**src/rtl/am_lock_removal_if.sv**
```systemverilog
// Block stream into and out of one PCS lane's alignment-marker lock/removal stage.
interface am_lock_removal_if #(
  parameter int LEN_CODED_BLOCK = 66,
  parameter int NB_LANE_ID      = 5,
  parameter int NB_ERR_CNT      = 16
);
  logic                       i_valid;
  logic                       i_enable;
  logic [LEN_CODED_BLOCK-1:0] i_data;
  logic [LEN_CODED_BLOCK-1:0] o_data;
  logic                       o_valid;
  logic                       o_am_found;
  logic                       o_am_lock;
  logic [NB_LANE_ID-1:0]      o_lane_id;
  logic                       o_bip_error;
  logic [NB_ERR_CNT-1:0]      o_bip_err_cnt;

  modport master (
    output i_valid, i_enable, i_data,
    input  o_data, o_valid, o_am_found, o_am_lock, o_lane_id, o_bip_error, o_bip_err_cnt
  );

  modport slave (
    input  i_valid, i_enable, i_data,
    output o_data, o_valid, o_am_found, o_am_lock, o_lane_id, o_bip_error, o_bip_err_cnt
  );
endinterface

```
**src/rtl/am_lock_removal.sv**
```systemverilog
// Per-lane alignment marker lock, lane identification, BIP3 check and marker removal.
// Processed blocks are echoed one cycle later; accepted markers are flagged instead of qualified.
module am_lock_removal #(
  parameter int LEN_CODED_BLOCK  = 66,
  parameter int N_LANES          = 20,
  parameter int NB_LANE_ID       = 5,
  parameter int AM_PERIOD        = 16384,
  parameter int NB_BIP           = 8,
  parameter int N_INVALID_UNLOCK = 4,
  parameter int NB_ERR_CNT       = 16
) (
  input logic               i_clock,
  input logic               i_reset,
  am_lock_removal_if.slave  bus
);

  localparam int NB_CNT = (AM_PERIOD > 1) ? $clog2(AM_PERIOD) : 1;
  localparam int NB_INV = $clog2(N_INVALID_UNLOCK + 1);

  typedef enum logic [1:0] {
    FIND_1ST = 2'd0,
    COUNT_1  = 2'd1,
    LOCKED   = 2'd2
  } state_t;

  // First three marker bytes {M0,M1,M2} per logical lane; M4..M6 are their complement.
  function automatic logic [23:0] am_low(input int k);
    logic [23:0] v;
    case (k)
      0:  v = 24'hC16821;  1:  v = 24'h9D718E;  2:  v = 24'h594BE8;  3:  v = 24'h4D957B;
      4:  v = 24'hF50709;  5:  v = 24'hDD14C2;  6:  v = 24'h9A4A26;  7:  v = 24'h7B4566;
      8:  v = 24'hA02476;  9:  v = 24'h68C9FB;  10: v = 24'hFD6C99;  11: v = 24'hB99155;
      12: v = 24'h5CB9B2;  13: v = 24'h1AF8BD;  14: v = 24'h83C7CA;  15: v = 24'h3536CD;
      16: v = 24'hC4314C;  17: v = 24'hADD6B7;  18: v = 24'h5F662A;  19: v = 24'hC0F0E5;
      default: v = 24'h000000;
    endcase
    return v;
  endfunction

  function automatic logic is_am(input logic [LEN_CODED_BLOCK-1:0] blk, input int k);
    return (blk[65:64] == 2'b10) && (blk[63:40] == am_low(k)) &&
           (blk[31:8] == ~am_low(k)) && (blk[7:0] == ~blk[39:32]);
  endfunction

  // Sync bits 0/1 (i_data[65]/[64]) feed BIP bits 3/4; payload bit 2+8b+i feeds BIP bit i.
  function automatic logic [NB_BIP-1:0] bip_map(input logic [LEN_CODED_BLOCK-1:0] blk);
    logic [7:0]        fold;
    logic [NB_BIP-1:0] bip;
    fold = '0;
    for (int b = 0; b < 8; b++) fold ^= blk[63-8*b -: 8];
    for (int i = 0; i < 8; i++) bip[i] = fold[7-i];
    bip[3] ^= blk[65];
    bip[4] ^= blk[64];
    return bip;
  endfunction

  state_t                     state_q, state_d;
  logic [NB_CNT-1:0]          cnt_q, cnt_d;
  logic [NB_INV-1:0]          inv_q, inv_d;
  logic [NB_LANE_ID-1:0]      lane_id_q, lane_id_d;
  logic [NB_BIP-1:0]          bip_acc_q, bip_acc_d;
  logic [LEN_CODED_BLOCK-1:0] data_q, data_d;
  logic                       valid_q, valid_d;
  logic                       found_q, found_d;
  logic                       bip_err_q, bip_err_d;
  logic [NB_ERR_CNT-1:0]      err_cnt_q, err_cnt_d;

  logic                  proc;
  logic                  any_hit;
  logic [NB_LANE_ID-1:0] match_id;
  logic                  slot_match;
  logic                  at_slot;
  logic                  accept;
  logic                  check_bip;
  logic [NB_BIP-1:0]     blk_bip;

  assign proc    = bus.i_valid && bus.i_enable;
  assign at_slot = (cnt_q == NB_CNT'(AM_PERIOD - 1));
  assign blk_bip = bip_map(bus.i_data);

  // Markers are distinct, so the lowest hit equals the locked lane iff that lane's marker is present.
  always_comb begin
    any_hit  = 1'b0;
    match_id = '0;
    for (int k = N_LANES - 1; k >= 0; k--) begin
      if (is_am(bus.i_data, k)) begin
        any_hit  = 1'b1;
        match_id = NB_LANE_ID'(k);
      end
    end
  end

  assign slot_match = any_hit && (match_id == lane_id_q);

  // NOTE: every signal written here gets a default first, so no path can infer a latch.
  always_comb begin
    state_d   = state_q;
    cnt_d     = cnt_q;
    inv_d     = inv_q;
    lane_id_d = lane_id_q;
    bip_acc_d = bip_acc_q;
    data_d    = data_q;
    valid_d   = 1'b0;
    found_d   = 1'b0;
    bip_err_d = 1'b0;
    err_cnt_d = err_cnt_q;
    accept    = 1'b0;
    check_bip = 1'b0;

    if (proc) begin
      data_d = bus.i_data;
      cnt_d  = cnt_q + 1'b1;
      unique case (state_q)
        FIND_1ST: begin
          if (any_hit) begin
            accept    = 1'b1;
            lane_id_d = match_id;
            state_d   = COUNT_1;
          end
        end
        COUNT_1: begin
          if (at_slot) begin
            if (slot_match) begin
              accept  = 1'b1;
              inv_d   = '0;
              state_d = LOCKED;
            end else begin
              state_d = FIND_1ST;
            end
          end
        end
        LOCKED: begin
          if (at_slot) begin
            if (slot_match) begin
              accept    = 1'b1;
              check_bip = 1'b1;
              inv_d     = '0;
            end else begin
              // A missed marker keeps the slot grid: restart the period from this block.
              cnt_d = '0;
              inv_d = inv_q + 1'b1;
              if (inv_q == NB_INV'(N_INVALID_UNLOCK - 1)) begin
                inv_d   = '0;
                state_d = FIND_1ST;
              end
            end
          end
        end
        default: state_d = FIND_1ST;
      endcase

      if (accept) begin
        cnt_d     = '0;
        bip_acc_d = blk_bip;
      end else begin
        bip_acc_d = bip_acc_q ^ blk_bip;
      end

      if (check_bip && (bip_acc_q != bus.i_data[39:32])) begin
        bip_err_d = 1'b1;
        if (err_cnt_q != '1) err_cnt_d = err_cnt_q + 1'b1;
      end

      valid_d = !accept;
      found_d = accept;
    end
  end

  // NOTE: sequential state uses non-blocking assignments so every flop samples pre-edge values.
  always_ff @(posedge i_clock or negedge i_reset) begin
    if (!i_reset) begin
      state_q   <= FIND_1ST;
      cnt_q     <= '0;
      inv_q     <= '0;
      lane_id_q <= '0;
      bip_acc_q <= '0;
      data_q    <= '0;
      valid_q   <= 1'b0;
      found_q   <= 1'b0;
      bip_err_q <= 1'b0;
      err_cnt_q <= '0;
    end else begin
      state_q   <= state_d;
      cnt_q     <= cnt_d;
      inv_q     <= inv_d;
      lane_id_q <= lane_id_d;
      bip_acc_q <= bip_acc_d;
      data_q    <= data_d;
      valid_q   <= valid_d;
      found_q   <= found_d;
      bip_err_q <= bip_err_d;
      err_cnt_q <= err_cnt_d;
    end
  end

  assign bus.o_data        = data_q;
  assign bus.o_valid       = valid_q;
  assign bus.o_am_found    = found_q;
  assign bus.o_am_lock     = (state_q == LOCKED);
  assign bus.o_lane_id     = lane_id_q;
  assign bus.o_bip_error   = bip_err_q;
  assign bus.o_bip_err_cnt = err_cnt_q;

endmodule
```
**src/flat_wrapper.sv**
```systemverilog
// flat-port wrapper written by rule: the top's interface ports become plain ports
module am_lock_removal_flat 
#(
  parameter int LEN_CODED_BLOCK  = 66,
  parameter int N_LANES          = 20,
  parameter int NB_LANE_ID       = 5,
  parameter int AM_PERIOD        = 16384,
  parameter int NB_BIP           = 8,
  parameter int N_INVALID_UNLOCK = 4,
  parameter int NB_ERR_CNT       = 16
)
  (i_clock, i_reset, bus_i_valid, bus_i_enable, bus_i_data, bus_o_data, bus_o_valid, bus_o_am_found, bus_o_am_lock, bus_o_lane_id, bus_o_bip_error, bus_o_bip_err_cnt);
  am_lock_removal_if #(.LEN_CODED_BLOCK(LEN_CODED_BLOCK), .NB_LANE_ID(NB_LANE_ID), .NB_ERR_CNT(NB_ERR_CNT)) bus_i ();
  input logic i_clock;
  input logic i_reset;
  input wire logic [$bits(bus_i.i_valid)-1:0] bus_i_valid;
  input wire logic [$bits(bus_i.i_enable)-1:0] bus_i_enable;
  input wire logic [$bits(bus_i.i_data)-1:0] bus_i_data;
  output wire logic [$bits(bus_i.o_data)-1:0] bus_o_data;
  output wire logic [$bits(bus_i.o_valid)-1:0] bus_o_valid;
  output wire logic [$bits(bus_i.o_am_found)-1:0] bus_o_am_found;
  output wire logic [$bits(bus_i.o_am_lock)-1:0] bus_o_am_lock;
  output wire logic [$bits(bus_i.o_lane_id)-1:0] bus_o_lane_id;
  output wire logic [$bits(bus_i.o_bip_error)-1:0] bus_o_bip_error;
  output wire logic [$bits(bus_i.o_bip_err_cnt)-1:0] bus_o_bip_err_cnt;
  assign bus_i.i_valid = bus_i_valid;
  assign bus_i.i_enable = bus_i_enable;
  assign bus_i.i_data = bus_i_data;
  assign bus_o_data = bus_i.o_data;
  assign bus_o_valid = bus_i.o_valid;
  assign bus_o_am_found = bus_i.o_am_found;
  assign bus_o_am_lock = bus_i.o_am_lock;
  assign bus_o_lane_id = bus_i.o_lane_id;
  assign bus_o_bip_error = bus_i.o_bip_error;
  assign bus_o_bip_err_cnt = bus_i.o_bip_err_cnt;
  am_lock_removal #(.LEN_CODED_BLOCK(LEN_CODED_BLOCK), .N_LANES(N_LANES), .NB_LANE_ID(NB_LANE_ID), .AM_PERIOD(AM_PERIOD), .NB_BIP(NB_BIP), .N_INVALID_UNLOCK(N_INVALID_UNLOCK), .NB_ERR_CNT(NB_ERR_CNT)) u_core (.i_clock(i_clock), .i_reset(i_reset), .bus(bus_i));
endmodule
```
**config.mk**
```make
export PLATFORM = sky130hd
export DESIGN_NAME = am_lock_removal_flat
export DESIGN_NICKNAME = d
export VERILOG_FILES = /design/src/rtl/am_lock_removal_if.sv /design/src/rtl/am_lock_removal.sv /design/src/flat_wrapper.sv
export SDC_FILE = /design/constraint.sdc
export NUM_CORES = 1
export LEC_CHECK = 0
export CAP_MARGIN = 20
export CORE_MARGIN = 2
export CORE_UTILIZATION = 45
export CTS_BUF_LIST = sky130_fd_sc_hd__clkbuf_8
export DETAILED_ROUTE_END_ITERATION = 12
export PLACE_DENSITY_LB_ADDON = 0.12
export SYNTH_ARGS = -nofsm -noshare
export SYNTH_HDL_FRONTEND = slang
export SYNTH_SLANG_ARGS = --single-unit
```
**constraint.sdc**
```tcl
create_clock -name i_clock -period 3.2 [get_ports i_clock]
set_clock_uncertainty 0.05 [all_clocks]
set_input_delay 0.64 -clock i_clock [delete_from_list [all_inputs] [get_ports i_clock]]
set_output_delay 0.64 -clock i_clock [all_outputs]
set_load 0.01 [all_outputs]
```
* Word level (Yosys, flattened, before mapping)
Cells that the tools add are included.
Operators by class: $add $sub $neg 3, multiplexer cells 69, bitwise logic cells 11, equality and inequality tests 55, reduce and logical (&&, ||, !) cells 71
Operators by type and width (number):
- $eq A24 B24 Y1 const B | 20
- $eq A24 B23 Y1 const B | 12
- $eq A24 B22 Y1 const B | 5
- $mux W5 | 20
- $xor A8 B8 Y8 | 8
- $logic_and A1 B1 Y1 | 63
- $mux W14 | 4
- $mux W1 | 30
- $eq A24 B18 Y1 const B | 1
- $eq A24 B20 Y1 const B | 1
- $eq A24 B21 Y1 const B | 1
- $add A16 B1 Y16 const B | 1
- $ne A16 B16 Y1 const B | 1
- $mux W3 | 5
- $add A14 B1 Y14 const B | 1
- $eq A14 B14 Y1 const B | 1
- $mux W2 | 6
- $ne A2 B1 Y1 const B | 5
- $eq A8 B8 Y1 | 1
- $mux W8 | 1
- $ne A8 B8 Y1 | 1
- $not A8 Y8 | 1
- $pmux W2 S3 | 1
- $pmux W3 S2 | 1
- other kinds (15) | 18
Word-level totals: flip-flop bits (word level) 117, word-level logic and storage cells 219

* Depth between registers and ports, before layout
Gate-level depths: netlist of the first run.
depth after elaboration 33, depth in mapped cells 13

* Worst setup path before layout of the first run
No wires, ideal clock.
path type input port to flip-flop, start in bus_i_data[28], end reg u_core.cnt_q[0], path slack -0.080 ns, required time 3.029 ns, data arrival time 3.109 ns, path buffers 1, cell stages on the path 11, setup time 0.121 ns, path through and4bb_1 > buf_6 > nand2_1 > or4_1 > and2_1 > o2111ai_1 > xnor2_1 > o211ai_1 > or4_4 > and2_1 > a22o_1
On the way: longest elaborated chain between the ends 30, elaborated cells on any way between the ends 111, those cells by class 21 x eq/ne; 49 x mux; 41 x reduce/logical
RTL lines:
- start: declaration | RTL line flat_wrapper.sv:18 | input wire logic [$bits(bus_i.i_data)-1:0] bus_i_data;
- $eq A24 B22 Y1 | RTL line am_lock_removal.sv:42 | (blk[31:8] == ~am_low(k)) && (blk[7:0] == ~blk[39:32]);
- $logic_and A1 B1 Y1 | RTL line am_lock_removal.sv:41 | return (blk[65:64] == 2'b10) && (blk[63:40] == am_low(k)) &&
- $logic_and A1 B1 Y1 | RTL line am_lock_removal.sv:42
- $mux W5 (20 in a row) | RTL line am_lock_removal.sv:86 | if (is_am(bus.i_data, k)) begin
- $eq A5 B5 Y1 | RTL line am_lock_removal.sv:93 | assign slot_match = any_hit && (match_id == lane_id_q);
- $logic_and A1 B1 Y1 | RTL line am_lock_removal.sv:93
- $mux W1 | RTL line am_lock_removal.sv:123, am_lock_removal.sv:134
- $mux W1 | RTL line am_lock_removal.sv:133 | if (at_slot) begin
- $pmux W1 S2 | RTL line am_lock_removal.sv:113 | unique case (state_q)
- $mux W1 | RTL line am_lock_removal.sv:110 | if (proc) begin
- $mux W14 (*) | RTL line am_lock_removal.sv:152 | if (accept) begin
- end signal: assignment | RTL line am_lock_removal.sv:184 | cnt_q <= cnt_d;
- end: declaration | RTL line am_lock_removal.sv:58 | logic [NB_CNT-1:0] cnt_q, cnt_d;
Mark *: on every way between the ends. The rest lies on a longest branch, timed or not. The select of a mux whose other input is x is not followed. A chain may end at the register's enable or synchronous reset.

* Worst setup path in the final report of the first run
start in bus_i_data[16], end reg u_core.cnt_q[0]
Same word-level chain as after synthesis.

==> flow_summary.json, run 1 <==
{
  "outcome": "finished, violations left",
  "violations": "setup timing",
  "via_per_inst": 5.85,
  "wl_um": 35700,
  "path_buf_inv": 4,
  "synth_cells": 963,
  "critical_path_class": "in -> reg",
  "p_per_area_nw_per_um2": 334,
  "rows": 49,
  "synth-edff-count": 0,
  "synth_adder_area_share_pct": 1.07,
  "dr.pass1.iters": 7,
  "tightest_slew_ns": 0.856,
  "synth_top_family_by_area": "simple AND/OR/NAND/NOR gates",
  "start_kind": "primary input",
  "synth_area_leaders": "dfrtp_1 (36%), nand2_1 (12%), xnor2_1 (6.3%), nand4_1 (4.5%), and4bb_2 (4.1%)",
  "muxShareOfSynthArea_pct": 0.691,
  "grt_pass1_vias": 9698,
  "grt.overflow.total": 0,
  "total_power_mw": 4.63,
  "htree_levels": 4,
  "synthTopCellsByCount": "nand2_1 (254), dfrtp_1 (117), nand4_1 (59), xnor2_1 (59), nand3_1 (46)",
  "vias": 9795,
  "setup_ws_ns": -0.0565,
  "die_w_um": 139,
  "finalCriticalPeriod_ns": 3.26,
  "maxSlewViolCount": 0,
  "crit_chain": "buf_4 -> buf_4 -> and4bb_2 -> buf_6 -> buf_4 -> nand4_1 -> nor4_4 -> o21ai_2 -> nand3_2 -> or3_4 -> a21o_1 -> or4_4 -> and2_4 -> a22o_1",
  "yosysMostFrequentCell": "nand2_1",
  "leakagePower_nw": 6.35,
  "rsz0062_at_grt": "true",
  "clock_latency_ns": 0.46,
  "synth_top_flop_cell": "dfrtp_1",
  "clock.fmax_mhz": 307,
  "critPathTopFamily": "simple AND/OR/NAND/NOR gates",
  "gp_congestion": 1.04,
  "drive_gt1_share_pct": 42.9,
  "grt_pass1_wl_um": 53300,
  "diodes": 0,
  "critPathMaxStageDelay_ns": 0.52,
  "synth_top_area_cell": "dfrtp_1",
  "synth_compound_area_share_pct": 8.92,
  "yosysTopAreaCellShare_pct": 35.9,
  "drc": 0,
  "antenna_found_initial": 0,
  "synth.net_count": 1040,
  "synth_xor_area_share_pct": 9.67,
  "grt_max_degree": 79,
  "ant_nets": 0,
  "core-area_um2": 17800,
  "crit_path_max_fanout": 4,
  "cts_root_buffer": "clkbuf_8",
  "nNetsFinal": 1508,
  "wire_per_inst_um": 21.4,
  "seq_area_frac_synth_pct": 35.9,
  "critPathRequiredTime_ns": 3.49,
  "hold_viol_final": 0,
  "clock_path_buffers": 2,
  "clk_pin_slew_ns": 0.08,
  "cp_slowest_cell": "or4_4",
  "syn-cell-area_um2": 8150,
  "yosys.area_share.simple_pct": 40.1,
  "die_area_um2": 19200,
  "critPathMostFrequentCell": "buf_4",
  "cp-end-kind": "flop",
  "cap_violations": 0,
  "synth_warnings": 0,
  "fin_crit_sh_pct": 102,
  "io_buffers": 160,
  "track_usage_pct": 35.6,
  "first_iter_violations": 832,
  "hp-class": "in -> reg",
  "io_pins": 161,
  "synthArstFlopShare_pct": 100,
  "initial_core_util_pct": 45.7,
  "placed_cell_area_um2": 11700,
  "hold_ws_ns": 0.332,
  "dp_hpwl_um": 25800,
  "ys_seq_elements": 117,
  "area_growth_pct": 70.1,
  "peakVddDrop_mv": 0.439,
  "avgSynthCellArea_um2": 8.46,
  "cts_tree": "yes",
  "fin_setup_tns_ns": -0.160,
  "worstPathArrival_ns": 3.55,
  "clock-sinks": 117,
  "cts_buffers": 17,
  "die_h_um": 139,
  "final_core_util_pct": 77.7,
  "ys_types": 77,
  "setup_viol": 10,
  "relSlewSlack_pct": 42.9,
  "fin_area_um2": 13900
}
## power breakdown
group / leakage (nW) / internal (mW) / switching (mW) / total (mW)
combinational: 4.69 / 0.707 / 0.657 / 1.36
sequential: 1.46 / 1.67 / 0.166 / 1.84
clock: 0.202 / 0.719 / 0.706 / 1.43
## routing by layer
metal  vias to the layer above  wire (um)  global-route usage, %
met3                       121       2750                   8.46
met1                      4722      13900                   43.4
li1                       4439          -                      -
met4                         0       1780                   16.7
met5                         -          0                      0
met2                       513      17300                   59.8
## cell type report
type / instances / area [um^2]
clock inverter: 14 / 150
fill: 1259 / 3970
multi-input combinational: 783 / 6040
clock buffer: 18 / 248
timing repair buffer: 496 / 4160
sequential: 117 / 2930
tap: 229 / 287
inverter: 16 / 60.1
## timing repair
item                                   4_1_cts  5_1_grt
setup endpoints to repair                   51       45
hold buffers                                 1        0
gates resized for setup                    259      234
endpoints found under the hold margin       13        0
setup buffers                               55       47
cloned                                       1        0
pin swaps                                   77      115
## placed cells by master (no fill, tap or decap), drive strengths merged, types with 21 or more instances in the layout
cell type        n
o21ai           35
nand3           47
nor4            45
nor2            26
xnor2           59
clkdlybuf4s50   93
buf            361
nor3            34
and4bb          39
nand2          255
xor2            31
inv             21
nand4           61
dfrtp          117
clkbuf          55
## final timing paths
kind                                                     endpoint                              start  cells past startpoint  slack [ns]
worst max-delay path                  u_core.cnt_q[0]$_DFFE_PN0P_                     bus_i_data[16]                     14       -0.06
worst min-delay path            u_core.bus.o_data[51]$_DFFE_PN0P_                     bus_i_data[51]                      3        0.33
worst max register to register       u_core.cnt_q[11]$_DFFE_PN0P_        u_core.cnt_q[0]$_DFFE_PN0P_                     10        0.26
worst min register to register  u_core.bus.o_data[64]$_DFFE_PN0P_  u_core.bus.o_data[64]$_DFFE_PN0P_                      2        0.43
max in group asynchronous       u_core.bus.o_data[49]$_DFFE_PN0P_                            i_reset                      3        1.82
min in group asynchronous       u_core.bus.o_data[36]$_DFFE_PN0P_                            i_reset                      2        0.52
## state kept, by name, summed over array words and instances, names as in the netlist
signal                    cells
u_core.state_q                2
u_core.bus.o_data            66
u_core.inv_q                  3
u_core.bus.o_lane_id          5
u_core.bus.o_valid            1
u_core.bus.o_bip_error        1
u_core.bip_acc_q              8
u_core.bus.o_am_found         1
u_core.bus.o_bip_err_cnt     16
u_core.cnt_q                 14
## worst min-delay path: stages
cell and delay (ns):
buf_8 0.08, nand2_1 0.04, nand2_1 0.05
## through the flow
stage | setup WS [ns] | cells
4_1_cts | -0.00127 | 1634
3_3_place_gp | -1.06 | 1545
6_report | -0.0565 | 1673
5_1_grt | -0.102 | 1673
2_1_floorplan | -0.0272 | 963
3_5_place_dp | -1.10 | 1545
## cell families (layout without fill, tap and decap cells)
logic type | after synthesis | in the layout
simple gates | 579 | 579
flops | 117 | 117
compound gates | 102 | 102
xor+xnor | 90 | 90
buf+inv | 63 | 544
fa+ha+maj | 7 | 7
mux | 5 | 5
Power figures use the tool's default switching activity.
==> run 2: changes to the inputs <==
--- a/config.mk
+++ b/config.mk
@@ -6,6 +6,7 @@
 export NUM_CORES = 1
 export LEC_CHECK = 0
 export CAP_MARGIN = 20
+export CORE_ASPECT_RATIO = 1.1
 export CORE_MARGIN = 2
 export CORE_UTILIZATION = 45
 export CTS_BUF_LIST = sky130_fd_sc_hd__clkbuf_8
==> run 2 against run 1 <==
Compared with the run above: the flow still finishes with violations (setup timing); sequential cell count unchanged; via count up 4.6%; non-clock buffer count up 21; clock-buffer cell count down 1; global-route usage up 1.8 points; maximum frequency down 2.7%; sequential power about the same; largest power group unchanged.
==> flow_summary.json, run 2 (synthesis gave the netlist of run 1 again) <==
{
  "rows": 51,
  "diodes": 0,
  "cts_buffers": 17,
  "grt.overflow.total": 0,
  "grt_pass1_wl_um": 56200,
  "critical_path_class": "in -> reg",
  "critPathMaxStageDelay_ns": 0.42,
  "layout_commonest_cell": "buf_4",
  "dr.pass1.iters": 5,
  "maxSlewViolCount": 0,
  "die_area_um2": 19200,
  "worstPathArrival_ns": 3.64,
  "p_per_area_nw_per_um2": 326,
  "rsz0062_at_grt": "true",
  "outcome": "finished, violations left",
  "finalCriticalPeriod_ns": 3.35,
  "vias": 10248,
  "fin_setup_tns_ns": -1.20,
  "grt_pass1_vias": 10080,
  "clock_latency_ns": 0.47,
  "area_growth_pct": 73.0,
  "r2r-start": "u_core.cnt_q[0]$_DFFE_PN0P_",
  "first_iter_violations": 1079,
  "ant_nets": 0,
  "io_pins": 161,
  "critPathTopFamily": "compound AO/OA/AOI/OAI gates",
  "nNetsFinal": 1529,
  "peakVddDrop_mv": 0.293,
  "clock.fmax_mhz": 299,
  "cp_slowest_cell": "o41ai_4",
  "fillers": 1195,
  "io_buffers": 160,
  "htree_levels": 4,
  "final_cell_mix": "buf_4 (311), nand2_1 (246), dfrtp_1 (117)",
  "path_buf_inv": 6,
  "crit_chain": "buf_4 -> and4bb_2 -> buf_6 -> buf_4 -> nand4_1 -> nor4_4 -> o41ai_4 -> buf_4 -> nand3_4 -> o221a_4 -> buf_4 -> a41oi_2 -> buf_4 -> nor2_2 -> a221o_1",
  "setup_viol": 27,
  "start_kind": "primary input",
  "clock_path_buffers": 2,
  "cap_violations": 0,
  "final_cells": 1703,
  "cp-end-kind": "flop",
  "r2r_end": "u_core.cnt_q[11]$_DFFE_PN0P_",
  "relSlewSlack_pct": 37.9,
  "critPathRequiredTime_ns": 3.49,
  "gp_congestion": 1.07,
  "leakagePower_nw": 6.51,
  "tightest_slew_ns": 0.931,
  "antenna_found_initial": 2,
  "fin_crit_sh_pct": 105,
  "clk_pin_slew_ns": 0.08,
  "worstHoldStart": "bus_i_data[51]",
  "wl_um": 38800,
  "cts_root_buffer": "clkbuf_8",
  "clock-sinks": 117,
  "r2r_slack_ns": -0.13,
  "dp_hpwl_um": 27100,
  "hp-class": "in -> reg",
  "largest_reg_flops": 66,
  "critPathMostFrequentCell": "buf_4",
  "post-place-cells": 1577,
  "grt_max_degree": 77,
  "place_ws_ns": -1.17,
  "min_path_cells": 3,
  "core-area_um2": 17700,
  "reg2reg_depth": 11,
  "hold_viol_final": 0,
  "initial_core_util_pct": 46.0,
  "drive_gt1_share_pct": 43.9,
  "cts_tree": "yes",
  "hold_end": "u_core.bus.o_data[51]$_DFFE_PN0P_",
  "die_h_um": 145,
  "setup_ws_ns": -0.146,
  "crit_path_max_fanout": 6,
  "die_w_um": 132,
  "wire_per_inst_um": 22.8,
  "via_per_inst": 6.02,
  "violations": "setup timing",
  "drc": 0,
  "track_usage_pct": 37.4,
  "final_core_util_pct": 79.5
}
-- run 2: cell count changes in the layout (fill, tap and decap cells not counted), moves of 5 or more --
cell / delta
nand3_1: -5
o21ai_2: +8
buf_2: +10
buf_4: +22
clkbuf_2: -25
o21ai_1: -5
dlygate4sd2_1: +11
-- run 2: stage by stage --
step / cell area (um^2) / hold WS, ns / total power [mW]
floorplan: 8180 / 0.294 / 2.38
global route: 14100 / 0.344 / 4.75
global placement: 11900 / 0.407 / 3.05
finish: 14100 / 0.332 / 4.59
CTS: 13300 / 0.371 / 4.49
detailed placement: 11900 / 0.411 / 3.08
-- run 2: metal layers --
metal  vias up  global-route usage [%]  part of all wire (%)
li1       4472                       -                     -
met1      4943                    45.9                    38
met2       647                    62.7                    47
met3       186                    6.46                   7.2
met4         0                    19.9                   7.2
met5         -                       0                     0
-- run 2: area by class of cell --
cell class / instances / area, um^2 / area share (%)
Multi-Input combinational cell: 783 / 6050 / 42.9
Timing Repair Buffer: 517 / 4390 / 31.1
Sequential cell: 117 / 2930 / 20.8
Tap cell: 238 / 298 / 2.11
Clock buffer: 17 / 234 / 1.66
Clock inverter: 15 / 145 / 1.03
Inverter: 16 / 60.1 / 0.426
-- run 2: worst max path at each step --
stage	start	to	slack [ns]	depth (start not counted)
2_1_floorplan	bus_i_data[28]	u_core.cnt_q[0]$_DFFE_PN0P_	-0.03	11
3_3_place_gp	bus_i_data[46]	u_core.bus.o_bip_err_cnt[14]$_DFFE_PN0P_	-1.10	13
3_5_place_dp	bus_i_data[46]	u_core.bus.o_bip_err_cnt[15]$_DFFE_PN0P_	-1.17	14
4_1_cts	bus_i_data[30]	u_core.cnt_q[0]$_DFFE_PN0P_	0.0003	13
5_1_grt	u_core.cnt_q[0]$_DFFE_PN0P_	u_core.cnt_q[11]$_DFFE_PN0P_	-0.23	11
6_report	bus_i_data[19]	u_core.cnt_q[11]$_DFFE_PN0P_	-0.15	15
-- run 2: where the power goes --
part	switching [mW]	total (mW)	internal (mW)
sequential	0.164	1.84	1.67
clock	0.769	1.40	0.633
combinational	0.658	1.35	0.694
-- run 2: worst reg2reg max path: stages, from the launching register on --
cell	delay [ns]
dfrtp_1	0.46
ha_1	0.28
nand3_1	0.23
nor3_2	0.29
and3_1	0.26
and3_1	0.26
and3_1	0.33
nand2_1	0.16
a41oi_2	0.31
buf_4	0.21
nor2_2	0.06
a221o_1	0.32
-- run 2: what timing repair did --
item	4_1_cts	5_1_grt
hold endpoints to repair	8	0
hold buffers	1	0
gates resized for setup	325	188
setup buffers	71	26
pin swaps	99	101
endpoints found under the setup margin	50	42
==> run 3: changes to the inputs <==
--- a/config.mk
+++ b/config.mk
@@ -6,12 +6,15 @@
 export NUM_CORES = 1
 export LEC_CHECK = 0
 export CAP_MARGIN = 20
+export CELL_PAD_IN_SITES_DETAIL_PLACEMENT = 0
+export CELL_PAD_IN_SITES_GLOBAL_PLACEMENT = 2
 export CORE_ASPECT_RATIO = 1.1
 export CORE_MARGIN = 2
-export CORE_UTILIZATION = 45
+export CORE_UTILIZATION = 32
 export CTS_BUF_LIST = sky130_fd_sc_hd__clkbuf_8
 export DETAILED_ROUTE_END_ITERATION = 12
 export PLACE_DENSITY_LB_ADDON = 0.12
+export SLEW_MARGIN = 0
 export SYNTH_ARGS = -nofsm -noshare
 export SYNTH_HDL_FRONTEND = slang
 export SYNTH_SLANG_ARGS = --single-unit
==> run 3 against run 2 <==
Compared with the run above: the run still ends with setup timing left; final cell count up 3.1%; combinational power down 4%; design area down 1.8%; total power up 1.5%; critical path depth down 2; critical endpoint is now u_core.cnt_q[0]$_DFFE_PN0P_; largest power group unchanged; highest routed layer unchanged.
==> flow_summary.json, run 3 (synthesis gave the netlist of run 1 again) <==
{
  "outcome": "finished, violations left",
  "violations": "setup timing",
  "grt_max_degree": 72,
  "hold_ws_ns": 0.0560,
  "cp-end-kind": "flop",
  "die_area_um2": 26800,
  "power.share.clock_pct": 33.1,
  "clock-sinks": 117,
  "maxSlewViolCount": 0,
  "grt_pass1_wl_um": 55900,
  "multi_input_area_um2": 5880,
  "track_usage_pct": 27.9,
  "placed_cell_area_um2": 12000,
  "fin_area_um2": 13800,
  "final_cell_mix": "buf_4 (285), nand2_1 (249), dfrtp_1 (117)",
  "drc": 0,
  "dr.pass1.iters": 6,
  "relSlewSlack_pct": 48.6,
  "largest_reg_flops": 66,
  "peakVddDrop_mv": 0.218,
  "rows": 61,
  "cap_violations": 0,
  "antenna_found_initial": 0,
  "swShare_pct": 34.0,
  "p_sw_mw": 1.59,
  "setup_ws_ns": -0.0376,
  "crit_path_max_fanout": 6,
  "rsz0062_at_grt": "true",
  "core-area_um2": 25200,
  "diodes": 0,
  "critPathTopFamily": "simple AND/OR/NAND/NOR gates",
  "io_buffers": 160,
  "via_per_inst": 5.34,
  "grt_pass1_vias": 9446,
  "clock_latency_ns": 0.46,
  "htree_levels": 4,
  "wl_um": 37300,
  "nNetsFinal": 1504,
  "start_kind": "primary input",
  "gp_congestion": 1.01,
  "layout_commonest_cell": "buf_4",
  "dp_hpwl_um": 28700,
  "hold_viol_final": 0,
  "hp-class": "in -> async",
  "clk_pin_slew_ns": 0.10,
  "combPwrFrac_pct": 27.8,
  "fin_setup_tns_ns": -0.175,
  "cts_root_buffer": "clkbuf_8",
  "vias": 9370,
  "critPathMaxStageDelay_ns": 0.53,
  "critPathRequiredTime_ns": 3.51,
  "die_w_um": 156,
  "setup_viol": 11,
  "critPathMostFrequentCell": "buf_4",
  "final_cells": 1755,
  "clock_path_buffers": 2,
  "crit_chain": "buf_2 -> and4bb_2 -> buf_4 -> nand4_1 -> nor4_4 -> o41ai_4 -> buf_4 -> xor2_4 -> o21ai_2 -> a21o_1 -> or4_4 -> and2_4 -> a22o_1",
  "wire_per_inst_um": 21.2,
  "seq_area_um2": 2930,
  "first_iter_violations": 710,
  "die_h_um": 171,
  "area_growth_pct": 69.9,
  "cp_slowest_cell": "or4_4",
  "path_buf_inv": 3,
  "tightest_slew_ns": 0.770,
  "initial_core_util_pct": 32.4,
  "p_int_mw": 3.08,
  "cts_buffers": 17,
  "cts_tree": "yes",
  "post-place-cells": 1647,
  "clock.fmax_mhz": 309,
  "worstPathArrival_ns": 3.55,
  "fin_crit_sh_pct": 101,
  "ant_nets": 0,
  "grt.overflow.total": 0,
  "drive_gt1_share_pct": 41.0,
  "fillers": 2423,
  "p_per_area_nw_per_um2": 337,
  "pwr-share-seq_pct": 39.1,
  "leakagePower_nw": 6.42,
  "critical_path_class": "in -> reg",
  "finalCriticalPeriod_ns": 3.24,
  "io_pins": 161
}
## run 3: power groups by stage
| stage | clock, mW | sequential, mW | combinational [mW] |
|---|---|---|---|
| 5_1_grt | 1.62 | 1.85 | 1.40 |
| 2_1_floorplan | 0 | 1.87 | 0.509 |
| 3_5_place_dp | 0 | 1.84 | 1.25 |
| 4_1_cts | 1.57 | 1.82 | 1.28 |
| 3_3_place_gp | 0 | 1.84 | 1.25 |
| 6_report | 1.54 | 1.82 | 1.30 |
## run 3: routing by layer
layer  global-route usage [%]  part of all wire, %  up-vias
li1                         -                    -     4429
met1                     33.9                   42     4528
met2                     49.0                   50      320
met3                     3.65                  3.6       93
met4                     13.1                  4.5        0
met5                        0                    0        -
## run 3: layout make-up
| type | instances | share of cell area [%] |
|---|---|---|
| Clock buffer | 17 | 1.69 |
| Clock inverter | 15 | 1.30 |
| Inverter | 16 | 0.434 |
| Multi-Input combinational cell | 783 | 42.5 |
| Sequential cell | 117 | 21.1 |
| Tap cell | 315 | 2.85 |
| Timing Repair Buffer | 492 | 30.1 |
## run 3: through the flow
step	utilization (%)	total power, mW	setup WS [ns]
detailed placement	47.5	3.09	-1.16
CTS	52.9	4.68	-0.00972
floorplan	-	2.38	-0.0272
finish	55.0	4.66	-0.0376
global route	55.0	4.88	-0.132
global placement	47.5	3.08	-1.18
## run 3: path summary, 6_finish.rpt
kind                                                        start                                   to  slack (ns)  cells after the start
worst max register to register        u_core.cnt_q[1]$_DFFE_PN0P_      u_core.bip_acc_q[5]$_DFFE_PN0P_        0.24                     12
worst min-delay path                                      i_reset    u_core.bus.o_data[34]$_DFFE_PN0P_        0.06                      1
worst max-delay path                               bus_i_data[30]          u_core.cnt_q[0]$_DFFE_PN0P_       -0.04                     13
worst min register to register  u_core.bus.o_data[64]$_DFFE_PN0P_    u_core.bus.o_data[64]$_DFFE_PN0P_        0.43                      2
min in group i_clock                               bus_i_data[28]    u_core.bus.o_data[28]$_DFFE_PN0P_        0.36                      3
max in group asynchronous                                 i_reset  u_core.bus.o_lane_id[3]$_DFFE_PN0P_        2.26                      2
## run 3: what timing repair did
item,CTS,global route
buffers inserted,56,26
endpoints found under the setup margin,51,43
pin swaps,78,58
hold buffers,0,0
resized for setup,333,119
cloned,0,1
## run 3: worst register-to-register path, delay by kind of cell (launching register included)
kind / cells / cell delay [ns]
adders and majority gates: 1 / 0.22
buffers and inverters: 2 / 0.30
AOI/OAI and AO/OA: 2 / 0.29
and+or+nand+nor: 6 / 1.51
xor gates and xnor gates: 1 / 0.13
DFF: 1 / 0.39
